**src/rtl/lfsr_byte_packer.sv**
```systemverilog
// lfsr_byte_packer: packs serial LFSR bits LSB-first into bytes, queues them in a FIFO and exposes them over Wishbone
module lfsr_byte_packer #(
  parameter int FIFO_DEPTH = 4
) (
  input  logic       i_clk,
  input  logic       i_reset_n,
  input  logic       i_bit,
  input  logic       i_bit_valid,
  input  logic       i_wb_cyc,
  input  logic       i_wb_stb,
  input  logic       i_wb_we,
  input  logic [2:0] i_wb_addr,
  input  logic [7:0] i_wb_data,
  output logic       o_wb_stall,
  output logic       o_wb_ack,
  output logic [7:0] o_wb_data,
  output logic       o_irq
);
  localparam int AW = $clog2(FIFO_DEPTH);
  localparam logic [3:0] DEPTH = 4'(FIFO_DEPTH);
  logic [7:0] mem_q [FIFO_DEPTH];
  logic [7:0] mem_d [FIFO_DEPTH];
  logic [AW-1:0] wr_ptr_q, wr_ptr_d, rd_ptr_q, rd_ptr_d;
  logic [3:0] count_q, count_d, thresh_q, thresh_d;
  logic [2:0] bit_cnt_q, bit_cnt_d;
  logic [7:0] byte_q, byte_d, data_q, data_d;
  logic ack_q, ack_d, irq_q, irq_d, en_q, en_d, ovf_q, ovf_d, unf_q, unf_d;
  logic access, wr, ctrl_wr, sample, push, pop_req, pop, empty, full, push_ok, ovf_ev, flush, clr;
  logic [7:0] status, rd_data;
  logic unused;
  assign unused = ^i_wb_data[7:4];
  assign o_wb_stall = 1'b0;
  assign o_wb_ack = ack_q;
  assign o_wb_data = data_q;
  assign o_irq = irq_q;
  assign access = i_wb_cyc & i_wb_stb;
  assign wr = access & i_wb_we;
  assign ctrl_wr = wr & (i_wb_addr == 3'd2);
  assign flush = ctrl_wr & i_wb_data[1];
  assign clr = ctrl_wr & i_wb_data[2];
  assign sample = en_q & i_bit_valid;
  assign push = sample & (bit_cnt_q == 3'd7);
  assign empty = count_q == 4'd0;
  assign full = count_q == DEPTH;
  assign pop_req = access & ~i_wb_we & (i_wb_addr == 3'd0);
  assign pop = pop_req & ~empty;
  // a full FIFO still takes the new byte when a pop frees a slot in the same cycle
  assign push_ok = push & (~full | pop) & ~flush;
  assign ovf_ev = push & full & ~pop & ~flush;
  assign status = {ovf_q, unf_q, full, empty, count_q};
  assign rd_data = (i_wb_addr == 3'd0) ? (empty ? 8'h00 : mem_q[rd_ptr_q]) :
                   (i_wb_addr == 3'd1) ? status :
                   (i_wb_addr == 3'd2) ? {7'b0, en_q} :
                   (i_wb_addr == 3'd3) ? {4'b0, thresh_q} : 8'h00;
  // next-state for packer, FIFO, registers and bus response
  always_comb begin
    mem_d = mem_q;
    if (push_ok) mem_d[wr_ptr_q] = {i_bit, byte_q[6:0]};
    byte_d = byte_q;
    if (sample) byte_d[bit_cnt_q] = i_bit;
    if (flush) byte_d = 8'h00;
    bit_cnt_d = flush ? 3'd0 : bit_cnt_q + 3'(sample);
    wr_ptr_d = flush ? '0 : wr_ptr_q + AW'(push_ok);
    rd_ptr_d = flush ? '0 : rd_ptr_q + AW'(pop);
    count_d = flush ? 4'd0 : count_q + 4'(push_ok) - 4'(pop);
    en_d = ctrl_wr ? i_wb_data[0] : en_q;
    thresh_d = (wr && i_wb_addr == 3'd3) ? i_wb_data[3:0] : thresh_q;
    ovf_d = ovf_ev | (ovf_q & ~clr);
    unf_d = (pop_req & empty) | (unf_q & ~clr);
    irq_d = (count_d >= thresh_d) | ovf_d;
    ack_d = access;
    data_d = (access && !i_wb_we) ? rd_data : 8'h00;
  end
  // state registers with asynchronous clear
  always_ff @(posedge i_clk or negedge i_reset_n) begin
    if (!i_reset_n) begin
      mem_q <= '{default: '0};
      wr_ptr_q <= '0;
      rd_ptr_q <= '0;
      count_q <= '0;
      thresh_q <= '0;
      bit_cnt_q <= '0;
      byte_q <= '0;
      data_q <= '0;
      ack_q <= 1'b0;
      irq_q <= 1'b0;
      en_q <= 1'b0;
      ovf_q <= 1'b0;
      unf_q <= 1'b0;
    end else begin
      mem_q <= mem_d;
      wr_ptr_q <= wr_ptr_d;
      rd_ptr_q <= rd_ptr_d;
      count_q <= count_d;
      thresh_q <= thresh_d;
      bit_cnt_q <= bit_cnt_d;
      byte_q <= byte_d;
      data_q <= data_d;
      ack_q <= ack_d;
      irq_q <= irq_d;
      en_q <= en_d;
      ovf_q <= ovf_d;
      unf_q <= unf_d;
    end
  end
endmodule

```
**config.mk**
```make
export PLATFORM = sky130hd
export DESIGN_NAME = lfsr_byte_packer
export DESIGN_NICKNAME = d
export VERILOG_FILES = /design/src/rtl/lfsr_byte_packer.sv
export SDC_FILE = /design/constraint.sdc
export NUM_CORES = 1
export LEC_CHECK = 0
export CAP_MARGIN = 20
export CELL_PAD_IN_SITES_DETAIL_PLACEMENT = 1
export CELL_PAD_IN_SITES_GLOBAL_PLACEMENT = 1
export CORE_ASPECT_RATIO = 1.2
export CORE_UTILIZATION = 56
export CTS_CLUSTER_DIAMETER = 40
export DETAILED_ROUTE_END_ITERATION = 10
export DONT_BUFFER_PORTS = 1
export PLACE_DENSITY_LB_ADDON = 0.1
export SLEW_MARGIN = 20
export SYNTH_ARGS = -nofsm -noshare
export SYNTH_HDL_FRONTEND = slang
export SYNTH_SLANG_ARGS = --single-unit
```
**constraint.sdc**
```tcl
create_clock -name i_clk -period 7.4 [get_ports i_clk]
set_input_delay 1.48 -clock i_clk [delete_from_list [all_inputs] [get_ports i_clk]]
set_output_delay 1.48 -clock i_clk [all_outputs]
set_load 0.02 [all_outputs]
```
==> metrics.yaml <==
status: "completed"
finalCritPeriodShare: 0.5951
syn-instance-count: 258
yosysSeqAreaShare: 0.5076
fin_nets: 294
h-tree-depth: 3
finalSetupTns_ns: 0
ctsHoldBuffers: 0
die_area_mm2: 0.006211
vias: 1983
r2r_slack_ns: 3.89
syn_area_mm2: 0.003303
power_leakage_nw: 1.723
pin_count: 29
post_cts_buffers: 0
slew_viol_final: 0
synth_cell_types: 37
clk_latency_ns: 0.35
crit_type: "in2reg"
worst_slack_ns: 2.996
reg2regPathDepth: 13
cts.sinks: 67
worstMarginPinSlew_ns: 0.6803
place_hpwl_mm: 4.886
cts_tree: "built"
hold_violations: 0
die_w_um: 72.11
startpoint: "i_wb_we"
syn_nets: 291
worstSetupStartpointType: "primary input"
cts.clk_slew.worst_paths_ns: 0.07
numCtsBuffers: 9
antenna_found_initial: 0
drc: 0
fin_skew_ns: 0.007701
fmax_mhz: 227.1
track_usage: 0.2619
clock-root-buffer: "clkbuf_8"
area_delta_synth_final_pct: 8.864
async_reset_ff_frac: 1.000
crit_required_ns: 7.63
diodes: 0
rows: 30
setup_violations: 0
grt_max_degree: 68
routed_wirelength_mm: 7.117
synth_flop_cell: "dfrtp_1"
ys_warn_count: 0
rsz0062_at_grt: "false"
drive_above_1_share: 0.2453
ys_seq_elements: 67
critPathMostFrequentCell: "ha_1"
ant_nets: 0
end_kind: "flop"
fin_crit_ns: 4.404
r2r_start: "count_q[2]"
start_util: 0.5828
grt_pass1_wl_mm: 11.46
crit_chain: "nand3b_1, o311ai_4, nand2_1, ha_1, inv_1, ha_1, fa_1, nor2b_1, ha_1, a21o_1, a21oi_1, o2111ai_1"
slowest_delay_ns: 0.68
critPathMaxFanout: 11
grt_pass1_vias: 2188
cp.arrival_ns: 4.63
hp-class: "reg2reg"
drv_cap: 0
r2r_end: "o_irq"
place_ws_ns: 2.608
cts_resized: 0
drt-vias-per-instance: 5.748
core_area_mm2: 0.005668
synth.avg_cell_area_um2: 12.80
clockBufferDepth: 2
place_congestion: 0.7157
slew-limit-headroom: 0.5465
final_common_cell: "dfrtp_1"
hold_depth: 1
overflow: 0
mostFrequentLayoutCells: "dfrtp_1 (67), mux2_2 (33), nor2_1 (27), a21oi_1 (14), ha_1 (14)"
drt_pre_antenna_iters: 4
crit_slowest_cell: "o311ai_4"
io_buffers: 0
die_h_um: 86.13
drtIter0Drc: 72
synth-edff-count: 0
critPathCapture: "o_irq"
power_density_mw_per_mm2: 319.1
wl_per_cell_um: 20.63
ir_worst_vdd_mv: 0.1733
==> worst max-delay path, delay by kind of cell <==
kind	cells	cell delay, ns
buffers and inverters	1	0.04
adders and majority gates	4	1.23
and+or+nand+nor	3	0.75
AOI/OAI and AO/OA	4	1.12
==> final cells by class <==
type                    count  area (um^2)
fillers                   562         2072
flip-flops and latches     67         1677
multi-input cells         171         1533
clock buffers               9        123.9
clock inverters             6        113.9
well taps                  80        100.1
inverters                  11        41.29
repair buffers              1        7.507
==> worst min-delay path by stage <==
stage / end / slack (ns) / start
after floorplan: unf_q / 0.45 / unf_q
after global placement: mem_q[11] / 0.47 / mem_q[11]
after detailed placement: unf_q / 0.48 / unf_q
after CTS: unf_q / 0.50 / unf_q
after global routing: mem_q[15] / 0.52 / mem_q[15]
final: mem_q[21] / 0.50 / mem_q[21]
==> registers in the layout, indices dropped and copies added, names as in the netlist <==
signal and count:
bit_cnt_q 3, o_wb_ack 1, count_q 4, rd_ptr_q 2
ovf_q 1, unf_q 1, thresh_q 4, mem_q 32
byte_q 7, o_wb_data 8, en_q 1, wr_ptr_q 2
o_irq 1
==> stage by stage <==
step / area [um^2] / hold slack, ns / cells / total power, W / util
2_1_floorplan: 3303 / 0.4482 / 258 / 0.0007075 / -
3_3_place_gp: 3358 / 0.4701 / 330 / 0.0007662 / 0.5925
3_5_place_dp: 3358 / 0.4836 / 330 / 0.0007860 / 0.5925
4_1_cts: 3596 / 0.5024 / 345 / 0.001159 / 0.6344
5_1_grt: 3596 / 0.5249 / 345 / 0.001212 / 0.6344
6_report: 3596 / 0.5027 / 345 / 0.001147 / 0.6344
==> cell families after synthesis <==
logic type	synth area share
buf+inv	0.02841
other cells	0.001135
flops	0.5076
compound gates	0.06402
simple gates	0.1182
mux	0.2083
fa+ha+maj	0.05909
xor+xnor	0.01326
==> synth_stat cells (2+ instances only) <==
cell type | instances | area share
nand2_1 | 12 | 0.014
o21ai_0 | 5 | 0.0076
mux2i_1 | 8 | 0.024
inv_1 | 11 | 0.013
a21oi_1 | 14 | 0.021
dfrtp_1 | 67 | 0.51
nand3_1 | 2 | 0.0030
mux2_1 | 5 | 0.017
nand2b_1 | 5 | 0.0095
clkbuf_1 | 6 | 0.0068
a32oi_1 | 2 | 0.0053
nand3b_1 | 2 | 0.0045
mux2_2 | 33 | 0.11
nand4b_4 | 2 | 0.014
a22oi_1 | 2 | 0.0045
xnor2_1 | 5 | 0.013
mux4_2 | 8 | 0.055
ha_1 | 14 | 0.053
nor2b_1 | 7 | 0.013
and2_1 | 2 | 0.0038
a21o_1 | 2 | 0.0045
buf_6 | 2 | 0.0068
nor2_1 | 27 | 0.031
nor3_1 | 2 | 0.0030
==> per-layer routing <==
metal / share of wire / vias to the layer above / global-route usage
li1: - / 914 / -
met1: 0.40 / 1017 / 0.3108
met3: 0.031 / 14 / 0.05288
met4: 0.036 / 0 / 0.1533
met5: 0 / - / 0
met2: 0.53 / 38 / 0.4384
==> report_power, final <==
group / internal, W / switching (W) / leakage, nW
Combinational: 0.000131 / 0.000136 / 0.707
Sequential: 0.000423 / 0.0000852 / 0.905
Clock: 0.000223 / 0.000149 / 0.112
No activity file was read; power rests on OpenSTA's default activity.
